**src/rtl/el2_lsu_dccm_arb_pkg.sv**
```systemverilog
// Shared types and defaults for the LSU DCCM arbiter.
// Read-response ownership lives here so the FIFO, top and benches agree on it.
package el2_lsu_dccm_arb_pkg;

  typedef enum logic {
    CORE = 1'b0,
    DMA  = 1'b1
  } rd_owner_e;

  localparam int DMA_STARVE_MAX_DEF = 4;

endpackage

```
**src/rtl/el2_lsu_dccm_arb_fifo.sv**
```systemverilog
// Two-entry DMA request queue with registered storage.
// Pushes are ignored when full and pops are ignored when empty.
module el2_lsu_dccm_arb_fifo #(
  parameter int W = 8
) (
  input  logic         clk,
  input  logic         rst,
  input  logic         push_i,
  input  logic         pop_i,
  input  logic [W-1:0] din_i,
  output logic [W-1:0] dout_o,
  output logic         full_o,
  output logic         empty_o
);

  logic [W-1:0] mem_q [2];
  logic         wptr_q, rptr_q;
  logic [1:0]   cnt_q, cnt_d;
  logic         do_push, do_pop;

  assign full_o  = (cnt_q == 2'd2);
  assign empty_o = (cnt_q == 2'd0);
  assign do_push = push_i & ~full_o;
  assign do_pop  = pop_i & ~empty_o;
  assign dout_o  = mem_q[rptr_q];

  always_comb begin
    cnt_d = cnt_q;
    case ({do_push, do_pop})
      2'b10:   cnt_d = cnt_q + 2'd1;
      2'b01:   cnt_d = cnt_q - 2'd1;
      default: cnt_d = cnt_q;
    endcase
  end

  always_ff @(posedge clk or posedge rst) begin
    if (rst) begin
      mem_q[0] <= '0;
      mem_q[1] <= '0;
      wptr_q   <= 1'b0;
      rptr_q   <= 1'b0;
      cnt_q    <= 2'd0;
    end else begin
      if (do_push) begin
        mem_q[wptr_q] <= din_i;
        wptr_q        <= ~wptr_q;
      end
      if (do_pop) rptr_q <= ~rptr_q;
      cnt_q <= cnt_d;
    end
  end

endmodule

```
**src/rtl/el2_lsu_dccm_arb.sv**
```systemverilog
// Arbitrates LSU core and queued DMA accesses onto the DCCM port and
// routes one-cycle-latency read data back to whichever side issued the read.
module el2_lsu_dccm_arb
  import el2_lsu_dccm_arb_pkg::*;
#(
  parameter int DCCM_BITS        = 16,
  parameter int DCCM_FDATA_WIDTH = 39,
  parameter int DCCM_BANK_BITS   = 2,
  parameter int DMA_STARVE_MAX   = DMA_STARVE_MAX_DEF
) (
  input  logic                        clk,
  input  logic                        rst,
  input  logic                        core_req_valid,
  input  logic                        core_req_wr,
  input  logic [DCCM_BITS-1:0]        core_addr_lo,
  input  logic [DCCM_BITS-1:0]        core_addr_hi,
  input  logic [DCCM_FDATA_WIDTH-1:0] core_wr_data_lo,
  input  logic [DCCM_FDATA_WIDTH-1:0] core_wr_data_hi,
  output logic                        core_req_ready,
  input  logic                        dma_req_valid,
  input  logic                        dma_req_wr,
  input  logic [DCCM_BITS-1:0]        dma_addr,
  input  logic [DCCM_FDATA_WIDTH-1:0] dma_wr_data,
  output logic                        dma_req_ready,
  output logic                        dccm_wren,
  output logic                        dccm_rden,
  output logic [DCCM_BITS-1:0]        dccm_wr_addr_lo,
  output logic [DCCM_BITS-1:0]        dccm_wr_addr_hi,
  output logic [DCCM_BITS-1:0]        dccm_rd_addr_lo,
  output logic [DCCM_BITS-1:0]        dccm_rd_addr_hi,
  output logic [DCCM_FDATA_WIDTH-1:0] dccm_wr_data_lo,
  output logic [DCCM_FDATA_WIDTH-1:0] dccm_wr_data_hi,
  input  logic [DCCM_FDATA_WIDTH-1:0] dccm_rd_data_lo,
  input  logic [DCCM_FDATA_WIDTH-1:0] dccm_rd_data_hi,
  output logic                        core_rd_valid,
  output logic [DCCM_FDATA_WIDTH-1:0] core_rd_data_lo,
  output logic [DCCM_FDATA_WIDTH-1:0] core_rd_data_hi,
  output logic                        dma_rd_valid,
  output logic [DCCM_FDATA_WIDTH-1:0] dma_rd_data
);

  localparam int EW = 1 + DCCM_BITS + DCCM_FDATA_WIDTH;
  localparam int SW = $clog2(DMA_STARVE_MAX + 1);
  localparam logic [SW-1:0] STARVE_MAX = SW'(DMA_STARVE_MAX);

  // Bank select sits at [2 +: DCCM_BANK_BITS] and must fit inside the address.
  if (DCCM_BANK_BITS + 2 > DCCM_BITS) begin : g_bad_cfg
    $error("DCCM_BANK_BITS does not fit in DCCM_BITS");
  end

  logic                        fifo_full, fifo_empty;
  logic [EW-1:0]               fifo_din, fifo_head;
  logic                        head_wr;
  logic [DCCM_BITS-1:0]        head_addr;
  logic [DCCM_FDATA_WIDTH-1:0] head_data;
  logic                        dma_pri, grant_core, grant_dma;
  logic [SW-1:0]               starve_q, starve_d;
  logic                        rd_pend_q, rd_pend_d;
  rd_owner_e                   rd_owner_q, rd_owner_d;

  assign fifo_din = {dma_req_wr, dma_addr, dma_wr_data};
  assign {head_wr, head_addr, head_data} = fifo_head;
  assign dma_req_ready = ~fifo_full;

  el2_lsu_dccm_arb_fifo #(.W(EW)) u_fifo (
    .clk     (clk),
    .rst     (rst),
    .push_i  (dma_req_valid & dma_req_ready),
    .pop_i   (grant_dma),
    .din_i   (fifo_din),
    .dout_o  (fifo_head),
    .full_o  (fifo_full),
    .empty_o (fifo_empty)
  );

  assign dma_pri        = (starve_q == STARVE_MAX);
  assign grant_dma      = ~fifo_empty & (dma_pri | ~core_req_valid);
  assign grant_core     = core_req_valid & ~grant_dma;
  assign core_req_ready = grant_core;

  always_comb begin
    starve_d = starve_q;
    if (grant_dma)
      starve_d = '0;
    else if (grant_core && !fifo_empty && starve_q != STARVE_MAX)
      starve_d = starve_q + SW'(1);
  end

  always_comb begin
    dccm_wren       = 1'b0;
    dccm_rden       = 1'b0;
    dccm_wr_addr_lo = '0;
    dccm_wr_addr_hi = '0;
    dccm_rd_addr_lo = '0;
    dccm_rd_addr_hi = '0;
    dccm_wr_data_lo = '0;
    dccm_wr_data_hi = '0;
    if (grant_core) begin
      if (core_req_wr) begin
        dccm_wren       = 1'b1;
        dccm_wr_addr_lo = core_addr_lo;
        dccm_wr_addr_hi = core_addr_hi;
        dccm_wr_data_lo = core_wr_data_lo;
        dccm_wr_data_hi = core_wr_data_hi;
      end else begin
        dccm_rden       = 1'b1;
        dccm_rd_addr_lo = core_addr_lo;
        dccm_rd_addr_hi = core_addr_hi;
      end
    end else if (grant_dma) begin
      // DMA is always aligned, so both halves see the same address.
      if (head_wr) begin
        dccm_wren       = 1'b1;
        dccm_wr_addr_lo = head_addr;
        dccm_wr_addr_hi = head_addr;
        dccm_wr_data_lo = head_data;
        dccm_wr_data_hi = head_data;
      end else begin
        dccm_rden       = 1'b1;
        dccm_rd_addr_lo = head_addr;
        dccm_rd_addr_hi = head_addr;
      end
    end
  end

  always_comb begin
    rd_pend_d  = dccm_rden;
    rd_owner_d = rd_owner_q;
    if (dccm_rden) rd_owner_d = grant_dma ? DMA : CORE;
  end

  always_ff @(posedge clk or posedge rst) begin
    if (rst) begin
      starve_q   <= '0;
      rd_pend_q  <= 1'b0;
      rd_owner_q <= CORE;
    end else begin
      starve_q   <= starve_d;
      rd_pend_q  <= rd_pend_d;
      rd_owner_q <= rd_owner_d;
    end
  end

  assign core_rd_valid   = rd_pend_q & (rd_owner_q == CORE);
  assign dma_rd_valid    = rd_pend_q & (rd_owner_q == DMA);
  assign core_rd_data_lo = core_rd_valid ? dccm_rd_data_lo : '0;
  assign core_rd_data_hi = core_rd_valid ? dccm_rd_data_hi : '0;
  assign dma_rd_data     = dma_rd_valid ? dccm_rd_data_lo : '0;

endmodule

```
**config.mk**
```make
export PLATFORM = sky130hd
export DESIGN_NAME = el2_lsu_dccm_arb
export DESIGN_NICKNAME = d
export VERILOG_FILES = /design/src/rtl/el2_lsu_dccm_arb_pkg.sv /design/src/rtl/el2_lsu_dccm_arb_fifo.sv /design/src/rtl/el2_lsu_dccm_arb.sv
export SDC_FILE = /design/constraint.sdc
export NUM_CORES = 1
export LEC_CHECK = 0
export CAP_MARGIN = 20
export CORE_AREA = 3 3 201 203
export DETAILED_ROUTE_END_ITERATION = 10
export DIE_AREA = 0 0 204 206
export PLACE_DENSITY_LB_ADDON = 0.1
export RECOVER_POWER = 100
export SYNTH_ARGS = -nofsm -noshare
export SYNTH_HDL_FRONTEND = slang
export SYNTH_SLANG_ARGS = --single-unit
```
**constraint.sdc**
```tcl
create_clock -name clk -period 3.64 [get_ports clk]
set_clock_uncertainty 0.05 [all_clocks]
set_input_delay 0.364 -clock clk [delete_from_list [all_inputs] [get_ports clk]]
set_output_delay 0.364 -clock clk [all_outputs]
set_load 0.05 [all_outputs]
```
==> impl_metrics.tcl <==
set metrics [dict create \
    status "finished with violations" \
    violations "capacitance limit, slew limit" \
    insertion_delay_ns 0.40 \
    syn_area_per_cell_um2 11.4 \
    area_growth_pct 69.1 \
    period_needed_ns 3.09 \
    route.detailed.drc 0 \
    grt_pass1_wl_um 50100 \
    fp.dieW_um 204 \
    hpwl_um 26900 \
    port_buffers 513 \
    fp.coreArea_um2 38600 \
    vdd.ir_drop.worst_v 0.000364 \
    synthCells 656 \
    cts_setup_buffers 0 \
    setup_viol 0 \
    viasPerCell 4.34 \
    fin_crit_sh_pct 85.0 \
    via_count 7239 \
    routedWlPerCell_um 20.9 \
    worst_ep_arrival_time_ns 2.68 \
    slew_viol_final 147 \
    hold_buffers 0 \
    cts_root_buffer "clkbuf_16" \
    maxCapViolCount 2 \
    dp_cells 1637 \
    wirelength_um 35000 \
    whs_ns 0.437 \
    p_sw_share_pct 55.2 \
    worstSetupPathType "flop to output pin" \
    final.setup.tns_ns 0 \
    numCtsBuffers 17 \
    num_io_pins 514 \
    grt_overflow 0 \
    first_global_vias 7439 \
    yosysUniqueCellTypes 29 \
    p_per_area_nw_per_um2 946 \
    crit_path_end_kind "output pin" \
    grt_max_degree 91 \
    routabilityCongestion 0.821 \
    fmax_ghz 0.323 \
    netlist_area_um2 7470 \
    clockBufferDepth 2 \
    antenna_found_initial 1 \
    power_leakage_uw 0.00513 \
    cp.required_ns 3.23 \
    grt_setup_unrepaired "false" \
    grt_util_all_layers_pct 15.7 \
    cts_tree "done" \
    ant_nets 0 \
    syn_nets 908 \
    power.net_switching_uw 6600 \
    worstSetupStartpointType "flop" \
    cts.sinks 121 \
    power_uw 11900 \
    clk_pin_slew_ns 0.05 \
    tightest_slew_ns 1.96 \
    cts.repair.resized 0 \
    cp_max_fo 34 \
    dieArea_um2 42000 \
    relSlewSlack_pct -30.9 \
    hold_viol 0 \
    first_iter_violations 278 \
    ys_ff_latch 121 \
    combPwrFrac_pct 64.4 \
    fin_cells 1669 \
    ys_seq_area_share_pct 40.5 \
    fin_nets 1390 \
    power.internal_uw 5350 \
    start_util_pct 19.3 \
    hp-class "flop to flop" \
    h-tree-depth 4 \
    drive_gt1_share_pct 4.87 \
    clkPwrFrac_pct 15.7 \
    first_pass_iters 4 \
    die_h_um 206 \
    yosys_warnings 0 \
    p_seq_share_pct 20.0 \
    rows 72 \
]
## cell usage after synthesis
master	number	share of area (%)
buf_2	31	2.1
buf_4	2	0.20
o211a_2	1	0.13
nand2b_2	1	0.12
inv_1	3	0.15
a21boi_1	1	0.10
nand3_1	3	0.20
clkbuf_1	20	1.0
dfrtp_1	121	41
a22o_1	2	0.23
and3_1	39	3.3
o21ai_0	1	0.067
nor2b_1	3	0.25
mux2i_1	55	7.4
o2bb2ai_1	142	17
nand3b_1	2	0.20
buf_1	2	0.10
or3_1	1	0.084
buf_6	11	1.7
o21ai_1	4	0.27
mux2_1	113	17
nand2_1	3	0.15
xor2_1	2	0.23
nor2_1	6	0.30
and2_1	79	6.6
ha_1	3	0.50
xnor2_1	3	0.35
or2_1	1	0.084
nand2b_1	1	0.084
## logic make-up (layout without fill, tap and decap cells)
family	after synthesis	count (layout)	synth area share (%)
mux	168	168	24.4
compound gates	151	151	17.4
simple gates	139	139	11.4
flops	121	121	40.5
buf+inv	69	563	5.19
xor+xnor	5	5	0.586
fa+ha+maj	3	3	0.502
other cells	0	1	0
## state kept, by name (all words and copies together), names as in the netlist
name	cells
rd_owner_q	1
u_fifo.mem_q	112
u_fifo.wptr_q	1
u_fifo.cnt_q	2
rd_pend_q	1
starve_q	3
u_fifo.rptr_q	1
## power by group through the flow
stage | Combinational (µW) | Clock (µW) | Sequential (µW)
after global routing | 8190 | 1990 | 2480
final | 7690 | 1870 | 2390
after global placement | 10200 | 0 | 2380
after detailed placement | 10200 | 0 | 2410
after CTS | 10200 | 1920 | 2390
after floorplan | 5750 | 0 | 2310
## layer usage
layer / part of all wire (%) / wire length (µm) / GRT usage (%)
met5: 0 / 0 / 0
met4: 0.84 / 293 / 2.51
met3: 7.5 / 2630 / 5.10
met2: 50 / 17300 / 27.7
met1: 42 / 14700 / 18.9
## worst paths after layout
check	startpoint	to	slack [ns]	cells past startpoint
max in group asynchronous	rst	u_fifo.mem_q[1]	1.00	3
hold reg to reg	u_fifo.mem_q[55]	u_fifo.mem_q[55]	0.44	1
min in group asynchronous	rst	u_fifo.mem_q[69]	0.95	2
setup reg to reg	u_fifo.cnt_q[0]	u_fifo.mem_q[44]	0.92	4
setup / recovery	starve_q[0]	dccm_rd_addr_lo[3]	0.55	7
hold / removal	u_fifo.mem_q[55]	u_fifo.mem_q[55]	0.44	1
## per-stage QoR
step           instance area (µm²)  utilization [%]  worst slack, ns
6_report                     12600             32.7            0.545
5_1_grt                      12600             32.7            0.323
4_1_cts                      15100             39.1            0.726
3_5_place_dp                 14400             37.4            0.978
3_3_place_gp                 14400             37.4             1.01
2_1_floorplan                 7470                -           0.0118
## area by class of cell
cell class | count | area (µm²)
fillers | 4088 | 26000
repair buffers | 529 | 4200
multi-input cells | 466 | 4080
flip-flops and latches | 121 | 3030
well taps | 518 | 648
clock buffers | 18 | 429
clock inverters | 13 | 218
inverters | 3 | 15.0
diodes | 1 | 2.50
## cell usage in the layout (no fill, tap or decap), types with 4 or more instances in the layout
master           count
clkdlybuf4s50_1    247
clkbuf_1           185
o2bb2ai_1          142
dfrtp_1            120
mux2_1             113
dlygate4sd3_1       79
and2_1              77
mux2i_1             55
and3_1              39
clkbuf_16           17
buf_12               9
buf_4                8
bufinv_16            5
o21ai_0              4
nor2_1               4
## worst max-delay path, stage by stage (launching register included)
cell and delay, ns:
dfrtp_1 0.38, inv_1 0.09, ha_1 0.19, a21boi_0 0.17, or3_1 0.40, buf_4 0.26, o2bb2ai_1 0.18, clkbuf_1 0.59
(Power assumes the default switching activity.)
